`config.mk`:
```
export PLATFORM = sky130hd
export DESIGN_NAME = dp_ram_stream_loader
export DESIGN_NICKNAME = d
export VERILOG_FILES = /design/src/rtl/dp_ram_stream_loader.sv
export SDC_FILE = /design/constraint.sdc
export NUM_CORES = 1
export LEC_CHECK = 0
export BUFFER_PORTS_ARGS = -buffer_cell sky130_fd_sc_hd__buf_2
export CAP_MARGIN = 0
export CORE_MARGIN = 2
export CORE_UTILIZATION = 32
export DETAILED_ROUTE_END_ITERATION = 7
export GPL_TIMING_DRIVEN = 0
export PLACE_DENSITY = 0.57
export SLEW_MARGIN = 20
export SYNTH_ARGS = -nofsm -noshare
export SYNTH_HDL_FRONTEND = slang
export SYNTH_SLANG_ARGS = --single-unit
```
`constraint.sdc`:
```
create_clock -name clk -period 2.85 [get_ports clk]
set_clock_uncertainty 0.05 [all_clocks]
set_input_delay 0.1425 -clock clk [delete_from_list [all_inputs] [get_ports clk]]
set_output_delay 0.1425 -clock clk [all_outputs]
set_load 0.05 [all_outputs]
```
`src/rtl/dp_ram_stream_loader.sv`:
```
// dp_ram_stream_loader
//   Write-side front end for the coprocessor's distributed dual-port RAM.
//   Accepts a valid/ready word stream and writes `count` words to consecutive
//   RAM addresses starting at `base_addr`, wrapping DEPTH-1 -> 0. `done`
//   pulses only once the last word has been captured by the RAM.
//
// Ports
//   clk, rst_n          clock, async active-low reset
//   start               command strobe (IDLE only)
//   base_addr [AW-1:0]  first RAM address (< DEPTH)
//   count     [AW:0]    words to load, 0..DEPTH
//   s_valid/s_data      input word stream
//   s_ready             word accepted this cycle (LOAD)
//   ram_we/ram_w_addr/ram_di  registered RAM write port
//   busy                LOAD or DRAIN
//   done                one-cycle pulse, load complete
//   err                 one-cycle pulse, command rejected
module dp_ram_stream_loader #(
  parameter  int WIDTH = 32,
  parameter  int DEPTH = 32,
  localparam int AW    = $clog2(DEPTH)
) (
  input  logic             clk,
  input  logic             rst_n,
  input  logic             start,
  input  logic [AW-1:0]    base_addr,
  input  logic [AW:0]      count,
  input  logic             s_valid,
  input  logic [WIDTH-1:0] s_data,
  output logic             s_ready,
  output logic             ram_we,
  output logic [AW-1:0]    ram_w_addr,
  output logic [WIDTH-1:0] ram_di,
  output logic             busy,
  output logic             done,
  output logic             err
);

  localparam logic [AW:0]   DEPTH_C = (AW+1)'(DEPTH);
  localparam logic [AW-1:0] LAST_A  = AW'(DEPTH - 1);
  localparam logic [AW:0]   ONE_C   = (AW+1)'(1);

  typedef enum logic [1:0] {S_IDLE, S_LOAD, S_DRAIN} state_t;

  state_t           r_state, w_state_nxt;
  logic [AW-1:0]    r_ptr;
  logic [AW:0]      r_rem;
  logic             r_we, r_done, r_err;
  logic [AW-1:0]    r_addr;
  logic [WIDTH-1:0] r_di;

  logic w_hs, w_cmd_zero, w_cmd_bad, w_cmd_ok, w_last;

  // A zero-length command completes trivially, regardless of base_addr.
  assign w_cmd_zero = (count == '0);
  assign w_cmd_bad  = (count > DEPTH_C) || ({1'b0, base_addr} >= DEPTH_C);
  assign w_cmd_ok   = !w_cmd_zero && !w_cmd_bad;
  assign w_hs       = s_valid && (r_state == S_LOAD);
  assign w_last     = w_hs && (r_rem == ONE_C);

  // Decoded from the state register only: no path from s_valid.
  assign s_ready    = (r_state == S_LOAD);
  assign busy       = (r_state != S_IDLE);
  assign ram_we     = r_we;
  assign ram_w_addr = r_addr;
  assign ram_di     = r_di;
  assign done       = r_done;
  assign err        = r_err;

  always_ff @(posedge clk or negedge rst_n) begin
    if (!rst_n) r_state <= S_IDLE;
    else        r_state <= w_state_nxt;
  end

  always_comb begin
    w_state_nxt = r_state;
    unique case (r_state)
      S_IDLE:  if (start && w_cmd_ok) w_state_nxt = S_LOAD;
      S_LOAD:  if (w_last)            w_state_nxt = S_DRAIN;
      S_DRAIN:                        w_state_nxt = S_IDLE;
      default:                        w_state_nxt = S_IDLE;
    endcase
  end

  always_ff @(posedge clk or negedge rst_n) begin
    if (!rst_n) begin
      r_ptr  <= '0;
      r_rem  <= '0;
      r_we   <= 1'b0;
      r_addr <= '0;
      r_di   <= '0;
      r_done <= 1'b0;
      r_err  <= 1'b0;
    end else begin
      r_we   <= 1'b0;
      r_done <= 1'b0;
      r_err  <= 1'b0;
      unique case (r_state)
        S_IDLE: if (start) begin
          if (w_cmd_zero)      r_done <= 1'b1;
          else if (w_cmd_bad)  r_err  <= 1'b1;
          else begin
            r_ptr <= base_addr;
            r_rem <= count;
          end
        end
        S_LOAD: if (w_hs) begin
          r_we   <= 1'b1;
          r_addr <= r_ptr;
          r_di   <= s_data;
          // Explicit wrap so non-power-of-two depths stay in range.
          r_ptr  <= (r_ptr == LAST_A) ? '0 : r_ptr + AW'(1);
          r_rem  <= r_rem - ONE_C;
        end
        // Final write is on the RAM port this cycle; it is captured at
        // the next edge, which is also when done goes high.
        S_DRAIN: r_done <= 1'b1;
        default: ;
      endcase
    end
  end

endmodule

```
======== Word-level counts from Yosys, hierarchy flattened ========
Index checks and enable logic that the tools add are counted.
storage, ports and cells
  memories kept ........................... 0
  bits in read-only memories .............. 0
  bits in registers ....................... 53
  latch bits .............................. 0
  memory bits (writable) .................. 0
cells by class
  equal/unequal tests ..................... 10
  shift-type cells ........................ 0
  multiply operators ...................... 0
  reductions and logical operators ........ 13
  mux-type cells .......................... 23
  divide/modulo/power cells ............... 0
  bitwise operators ....................... 0
  magnitude comparators ................... 1
  add/sub/neg operators ................... 2
operators by type and width
  cell                                                                count
  5-bit 2-to-1 mux                                                    5
  6-bit 2-to-1 mux                                                    4
  6-bit one-hot mux with 2 select lines                               1
  5-bit one-hot mux with 2 select lines                               1
  1-bit 2-to-1 mux                                                    8
  2-bit != test, second input constant                                4
  6-bit by 1-bit == test with 1-bit output, second input constant     1
  6-bit greater-than comparator, second input constant                1
  6-bit zero test                                                     1
  6-bit by 1-bit subtractor with 6-bit output, second input constant  1
  5-bit by 1-bit adder with 5-bit output, second input constant       1
  5-bit == test, second input constant                                1
  5-bit AND reduction                                                 1
  1-bit logical AND                                                   4
  2-bit 2-to-1 mux                                                    2
  2-bit by 1-bit != test with 1-bit output, second input constant     2
  2-bit one-hot mux with 2 select lines                               1
  2-bit AND reduction                                                 2
  2-bit nonzero test                                                  2
  2-bit by 1-bit == test with 1-bit output, second input constant     1
  2-bit == test, second input constant                                1
  1-bit zero test                                                     2
  2-bit zero test                                                     1
  1-bit one-hot mux with 2 select lines                               1

======== Logic depth before layout (Yosys ltp) ========
Gate-level depths: netlist (run 1).
  word-level depth ........................ 6
  depth in mapped cells ................... 7
  depth with buffers taken out ............ 6

======== Worst setup path before layout (run 1) ========
No wires, ideal clock.
  kind .................................... reg-to-reg
  start ................................... reg r_state[0]
  end ..................................... reg r_di[0] (netlist: ram_di[0])
  required time ........................... 2.675 ns
  buffers on the path ..................... 2
  arrival ................................. 1.842 ns
  setup slack ............................. 0.833 ns
  library setup time ...................... 0.125 ns
  cell stages (with the launch flop) ...... 8
  path through ............................ dfrtp_1 buf_2 nand2b_1 inv_1 nand2_1 inv_2 buf_2 mux2_2
on the way
  word-level cells in the longest chain between the ends .. 3
RTL lines
  element                                     line  text
  start: declaration                          45    state_t r_state, w_state_nxt;
  start signal: assignment                    72    else r_state <= w_state_nxt;
  2-bit by 1-bit == test with 1-bit output *  n/a
  named net s_ready                           30    output logic s_ready,
  1-bit logical AND                           58    assign w_hs = s_valid && (r_state == S_LOAD);
  2-bit AND reduction (no source line) *      n/a
  end signal: assignment                      110   r_di <= s_data;
  end: declaration                            50    logic [WIDTH-1:0] r_di;
The timed path passes the listed nets; every way through them passes the cells marked *.
A chain may end at the register's enable or synchronous reset.

======== Worst setup path after layout (run 1) ========
  start ................................... reg r_state[0]
  end ..................................... reg r_di[26] (netlist: ram_di[26])
on the way
  word-level cells in the longest chain between the ends .. 3
RTL lines
  element                                     line
  2-bit by 1-bit == test with 1-bit output *  58, 98
  1-bit logical AND                           58
  2-bit AND reduction (no source line) *      n/a
Mark *: on every way between the ends. The rest lies on a longest branch, timed or not.

==> metrics.md, run 1 <==
| Metric | Value |
|---|---|
| Clock Pin Slew Worst Setup and Hold Paths | `0.09 ns` |
| Nets | `343` |
| Final setup violation count | `0` |
| Critical Path Source | `r_state[0]` |
| Crit path max fanout | `10` |
| Worst Hold Path EP | `ram_di[17]` |
| Met3 WL | `333 um` |
| Final Critical Period | `1.99 ns` |
| Initial antenna violation count | `0` |
| Hold crit path type | `input pin to flop` |
| Critical path class | `flop to flop` |
| Global route overflow | `0` |
| IO Count | `89` |
| Clk sink count | `53` |
| Prevailing post-synth register cell | `dfrtp_1` |
| Initial core utilization | `between 30% and 40%` |
| Peak Freq | `502 MHz` |
| Total CTS buffers | `5` |
| Leading cell type in the layout, fill and taps excluded | `buf_2` |
| Synth Cell Area | `2430 sq um` |
| Largest family of logic cells by synthesized area | `multiplexers` |
| Max_cap viols | `0` |
| TritonCTS clock tree | `done` |
| Most frequent cells in the layout | `92 x buf_2, 53 x dfrtp_1, 36 x mux2_2` |
| Initial detailed-routing violation count | `23` |
| Register area | `approximately 1300 sq um` |
| Routed wl met2 | `2.29 mm` |
| Clock Latency Late Sink | `0.29 ns` |
| Count of different cell masters after synthesis | `46` |
| VDD IR-drop max | `0.302 mV` |
| Root buf cell | `clkbuf_8` |
| Seq/Total Area, Yosys | `54.6%` |
| Avg Cell Area, Syn | `around 12 sq um` |
| Critical Path End Type | `flop` |
| R2R setup slack | `0.86 ns` |
| Post-layout util | `42.6%` |
| Htree depth | `2` |
| Synthesized net count | `247` |
| CP required | `approximately 3.0 ns` |
| RR Endpoint | `ram_di[26]` |
| Post-Synth XOR/XNOR Area | `0.361%` |
| Gate power share | `54.1%` |
| Largest net degree at the start of global routing | `54` |
| Cell internal pwr | `1.96 mW` |
| Leakage | `1.49 nW` |
| Post-synth EDFFs | `0` |
| First-pass GRT wire length | `8.61 mm` |
| Met1 wire length | `about 2.5 mm` |
| Unrepaired setup endpoints after global routing | `false` |
| CTS max path bufs | `2` |
| Die Height | `around 91 um` |
| Max-slew headroom | `a little under three fifths` |
| Area used by multi-input combinational logic | `1020 sq um` |
| PostCTS Resize Cnt | `0` |
| Via Count | `about 1800` |
| Pwr per Cell Area | `1220 nW/um^2` |
| Area fraction in compound gates after synthesis | `8.60%` |
| Cell depth of the worst flop-to-flop path | `7` |
| Post-CTS Setup Inserts | `0` |
| Dpl hpwl | `3.94 mm` |
| Synth Register Bits | `53` |
| Worst Min Path Start | `s_data[17]` |
| Mux cell area share after synthesis | `18.8%` |
| Fraction of registers with async set/reset | `100%` |
| Drt via density | `4.67` |
| Hold depth | `2` |
| Slew Limit Fails | `0` |
| Switching share of power | `48.1%` |
| Worst hold margin | `~0.016 ns` |
| Final Hold Fails | `0` |
| Total core area | `7290 sq um` |
| Mapped Cells | `between 150 and 200` |
| Clk pwr share | `12.9%` |
| Status | `finished clean` |
| Gr usage total | `between 10% and 20%` |
| Port Buffer Count | `88` |
| Placer Congestion | `0.812` |
| Die width | `91.1 um` |
| Fraction of the cycle the final worst path needs | `69.9%` |
| TritonRoute pass-1 iters | `4` |
| Final ANT Viol Nets | `0` |
| Net Sw Power | `1.82 mW` |
| Top Metal Used | `met4` |
| Part of the power in registers | `roughly a third` |
| Routed wire length | `5.14 mm` |
| Avg WL per Cell | `roughly 13 um` |
| Syn-to-layout area delta | `28.0%` |
| Die area | `8300 sq um` |
| Vias in the first global route | `1799` |
| # hold bufs at CTS | `1` |
| CP arrival | `2.12 ns` |
| DRC | `0` |
| Worst flop-to-flop path startpoint | `r_state[0]` |
| Startpoint types | `flop` |
| Ant diodes | `0` |
| Std cell rows | `31` |
| Sum of negative setup slack | `0 ns` |
| Layout fillers | `723` |
| Measured slew at the worst slew-check pin | `between 0.6 and 0.7 ns` |
| Simple logic cell fraction of the synthesized area | `12.4%` |
| Ys Warns | `0` |
| Synth Area in Adders | `2.06%` |
| Share of layout cells above drive strength 1 | `roughly 50%` |
[per-stage QoR]
| step | area [sq um] | power [mW] | setup WS [ns] | cells |
|---|---|---|---|---|
| 2_1_floorplan | 2430 | 2.85 | 0.833 | 196 |
| 3_3_place_gp | 2990 | 3.31 | 0.874 | 383 |
| 3_5_place_dp | 3000 | 3.34 | 0.841 | 383 |
| 4_1_cts | 3110 | 3.84 | 0.819 | 391 |
| 5_1_grt | 3110 | 4.04 | 0.697 | 391 |
| 6_report | 3110 | 3.78 | 0.857 | 391 |
[state kept, by name (all words and copies together) (netlist names)]
signal and count:
r_rem 6, ram_we 1, err 1, r_state 2, ram_di 32, done 1, r_ptr 5, ram_w_addr 5
[cell type report]
cell class / count / area share, %
Inverter: 11 / 1.33
Timing Repair Buffer: 89 / 14.6
Clock buffer: 5 / 2.21
Buffer: 8 / 1.17
Clock inverter: 2 / 1.13
Sequential cell: 53 / 42.7
Multi-Input combinational cell: 124 / 33.0
Tap cell: 99 / 3.98
[how the worst max path moves through the flow]
stage          cells past startpoint  slack [ns]         end
3_5_place_dp                       7        0.84  ram_di[26]
3_3_place_gp                       7        0.87   ram_di[9]
4_1_cts                            7        0.82  ram_di[26]
2_1_floorplan                      7        0.83   ram_di[0]
5_1_grt                            7        0.70  ram_di[26]
6_report                           7        0.86  ram_di[26]
[metal layers]
layer  vias to the layer above  track usage, %
met3                         7            3.32
met2                        68            20.6
met1                       851            17.0
li1                        900               -
met4                         0            3.03
met5                         -               0
[synth_stat cells (2+ instances only)]
cell	n	area share, %
a211oi_1	3	0.93
a21oi_1	7	1.4
a221oi_1	2	0.72
a31oi_1	3	0.77
buf_2	5	1.0
clkbuf_1	3	0.46
dfrtp_1	53	55
ha_1	4	2.1
inv_1	10	1.5
mux2_2	36	17
mux2_4	2	1.2
nand2_1	11	1.7
nand2b_1	2	0.52
nand3_1	4	0.82
nand4_1	4	1.0
nor2_1	10	1.5
nor2b_1	2	0.52
nor3_1	2	0.41
nor4_1	2	0.52
o21ai_0	4	0.82
o22ai_1	2	0.52
[power by group through the flow]
stage	sequential [mW]	combinational (mW)	clock, mW
after floorplan	2.09	0.766	0
after global placement	1.26	2.05	0
after detailed placement	1.27	2.07	0
after CTS	1.25	2.07	0.517
after global routing	1.30	2.19	0.542
final	1.25	2.05	0.487
[worst max-delay path, cell delays in order, from the launching register on]
cell and delay, ns:
dfrtp_1 0.33, buf_2 0.20, nand2b_1 0.16, inv_1 0.18, nand2_1 0.16, inv_2 0.15
buf_2 0.26, mux2_2 0.38
[kinds of logic after synthesis]
| kind of cell | after synthesis |
|---|---|
| multiplexers | 40 |
| buffers and inverters | 19 |
| AND/OR/NAND/NOR | 50 |
| flip-flops | 53 |
| AO/OA/AOI/OAI | 29 |
| XOR/XNOR | 1 |
| adder cells (fa/ha/maj) | 4 |
(Power assumes the default switching activity.)
==> run 2, diff against run 1 <==
==> constraint.sdc (replaced) <==
create_clock -name clk -period 2 [get_ports clk]
set_clock_uncertainty 0.05 [all_clocks]
set_input_delay 0.1 -clock clk [delete_from_list [all_inputs] [get_ports clk]]
set_output_delay 0.1 -clock clk [all_outputs]
set_load 0.05 [all_outputs]
==> run 2 against run 1 <==
  * Via count up 9.5%
  * Power rose by 46%
  * Register-to-register slack worse by 0.75 ns
  * Final cell count increased by 8.4%
  * First-iteration DRC count is 61% higher
  * Sequential share of layout area down 4.2 points
  * Global-route usage rose by 1.7 points
  * Clock power up 48%
  * Combinational power grew 46%
  * Critical path type unchanged
  * Critical endpoint is now ram_di[13]
  * Largest power group unchanged
==> metrics.md, run 2 (same netlist as run 1, synthesis figures left out) <==
| Metric | Value |
|---|---|
| Status | `finished clean` |
| Final Critical Period | `about 1.9 ns` |
| Share of layout cells above drive strength 1 | `45.8%` |
| Placed cell area | `3000 sq um` |
| Clk sink count | `53` |
| Crit-path most repeated cell | `buf_2` |
| Initial detailed-routing violation count | `37` |
| First-pass GRT wire length | `9.78 mm` |
| IO Count | `just under 90` |
| Global route overflow | `0` |
| DRC | `0` |
| Worst hold margin | `roughly 0.02 ns` |
| Slew Limit Fails | `0` |
| Leading cell type in the layout, fill and taps excluded | `buf_2` |
| Gr usage total | `between 10% and 20%` |
| Largest net degree at the start of global routing | `54` |
| Max_cap viols | `0` |
| Most frequent cells in the layout | `90 x buf_2, 53 x dfrtp_1, 36 x mux2_2` |
| Total core area | `7290 sq um` |
| Buf/Inv on CP | `4` |
| Hold crit path type | `input pin to flop` |
| Die width | `91.1 um` |
| Worst path cell trace | `buf_2 > nand2b_2 > clkinvlp_4 > nand2_1 > inv_2 > buf_2 > mux2_2` |
| Nets | `approximately 380` |
| Worst Min Path Start | `start` |
| TritonRoute pass-1 iters | `4` |
| Peak Freq | `529 MHz` |
| Initial core utilization | `33.3%` |
| Ant diodes | `0` |
| Crit path max fanout | `10` |
| Critical path class | `flop to flop` |
| CP required | `2.13 ns` |
| Post-layout util | `47.3%` |
| Grt peak-use layer | `met2` |
| Max reg flops | `32` |
| Final ANT Viol Nets | `0` |
| Clock Latency Late Sink | `0.30 ns` |
| CTS max path bufs | `2` |
| Hold depth | `3` |
| Drt via density | `4.71` |
| Clock Pin Slew Worst Setup and Hold Paths | `about 0.090 ns` |
| Std cell rows | `31` |
| Grt met3 use | `3.15%` |
| Startpoint types | `flop` |
| Routed wire length | `5.81 mm` |
| Dpl hpwl | `3.94 mm` |
| Worst Hold Path EP | `err` |
| Die Height | `91.1 um` |
| Measured slew at the worst slew-check pin | `0.676 ns` |
| Slowest CP cell | `mux2_2` |
| Final setup violation count | `0` |
| TritonCTS clock tree | `done` |
| Initial antenna violation count | `0` |
| Syn-to-layout area delta | `42.1%` |
| Critical Path End Type | `flop` |
| Post-CTS Setup Inserts | `0` |
| R2R setup slack | `0.11 ns` |
| Worst flop-to-flop path startpoint | `r_state[0]` |
| Port Buffer Count | `a little under 90` |
| CP arrival | `just over 2 ns` |
| Total CTS buffers | `5` |
| Leakage | `approximately 1.6 nW` |
| Slowest cell delay on critical path | `0.37 ns` |
| Vias in the first global route | `1974` |
| Post-layout instance area | `between 3000 and 4000 sq um` |
| Layout fillers | `between 600 and 700` |
| Fraction of the cycle the final worst path needs | `about 95%` |
| Via Count | `1999` |
| M1 GR Usage | `19.8%` |
| Avg WL per Cell | `13.7 um` |
| Die area | `8300 sq um` |
| Pwr per Cell Area | `1600 nW/um^2` |
| Cell depth of the worst flop-to-flop path | `7` |
| Htree depth | `2` |
| Top delay family on crit path | `buffers and inverters` |
| Max-slew headroom | `54.9%` |
| RR Endpoint | `ram_di[13]` |
| Root buf cell | `clkbuf_8` |
| Final Hold Fails | `0` |
| Met2 Track Usage GR | `23.1%` |
| Unrepaired setup endpoints after global routing | `false` |
| Placer Congestion | `between 0.7 and 0.8` |
| VDD IR-drop max | `0.542 mV` |
[run 2: cell count changes in the layout (fill, tap and decap cells not counted), sizes merged]
cell,change
dlygate4sd3,+32
clkinvlp,+1
buf,-2
clkbuf,+3
inv,-1
[run 2: timing repair]
action | 4_1_cts | 5_1_grt
gates resized for setup | 0 | 4
setup endpoints to repair | 0 | 40
endpoints found under the hold margin | 85 | 0
hold buffers | 33 | 0
[run 2: layout make-up]
cell class              count  area, sq um  area share (%)
plain buffers               8         41.3            1.20
clock buffers               6         72.6            2.10
clock inverters             2         38.8            1.12
inverters                  11         45.0            1.31
multi-input cells         124         1030            29.8
flip-flops and latches     53         1330            38.4
well taps                  99          124            3.59
repair buffers            121          773            22.4
[run 2: worst reg2reg max path, delay by kind of cell (launching register included)]
kind,cells,cell delay [ns]
buffers and inverters,4,0.76
muxes,1,0.37
DFF,1,0.32
and+or+nand+nor,2,0.28
[run 2: worst max path at each step]
stage / from / endpoint / slack [ns] / cells past startpoint
final: r_state[0] / ram_di[13] / 0.11 / 7
after global routing: r_state[0] / ram_di[18] / 0.003 / 7
after CTS: r_state[0] / ram_di[13] / 0.008 / 7
after detailed placement: r_state[0] / ram_di[25] / 0.01 / 7
after global placement: r_state[0] / r_ptr[3] / -0.01 / 7
after floorplan: r_state[0] / ram_di[17] / 0.04 / 7
[run 2: routing by layer]
metal  part of all wire (%)  up-vias  wire length [um]
met5                      0        -                 0
met3                    5.2        5               301
li1                       -      971                 -
met2                     45       71              2600
met1                     49      952              2850
met4                   0.95        0                55
[run 2: where the power goes]
part	switching (mW)	internal (mW)	total (mW)	leakage (nW)
Sequential	0.274	1.52	1.80	0.628
Clock	0.344	0.376	0.720	0.0554
Combinational	2.04	0.965	3.00	0.938
Total	2.65	2.86	5.52	1.62
[run 2: stage by stage]
| stage | std cells | setup slack, ns | setup TNS [ns] | total power [mW] |
|---|---|---|---|---|
| 4_1_cts | 424 | 0.00781 | 0 | 5.55 |
| 6_report | 424 | 0.110 | 0 | 5.52 |
| 5_1_grt | 424 | 0.00329 | 0 | 5.86 |
| 3_3_place_gp | 383 | -0.0124 | -0.0204 | 4.72 |
| 3_5_place_dp | 383 | 0.0139 | 0 | 4.77 |
| 2_1_floorplan | 196 | 0.0382 | 0 | 4.07 |
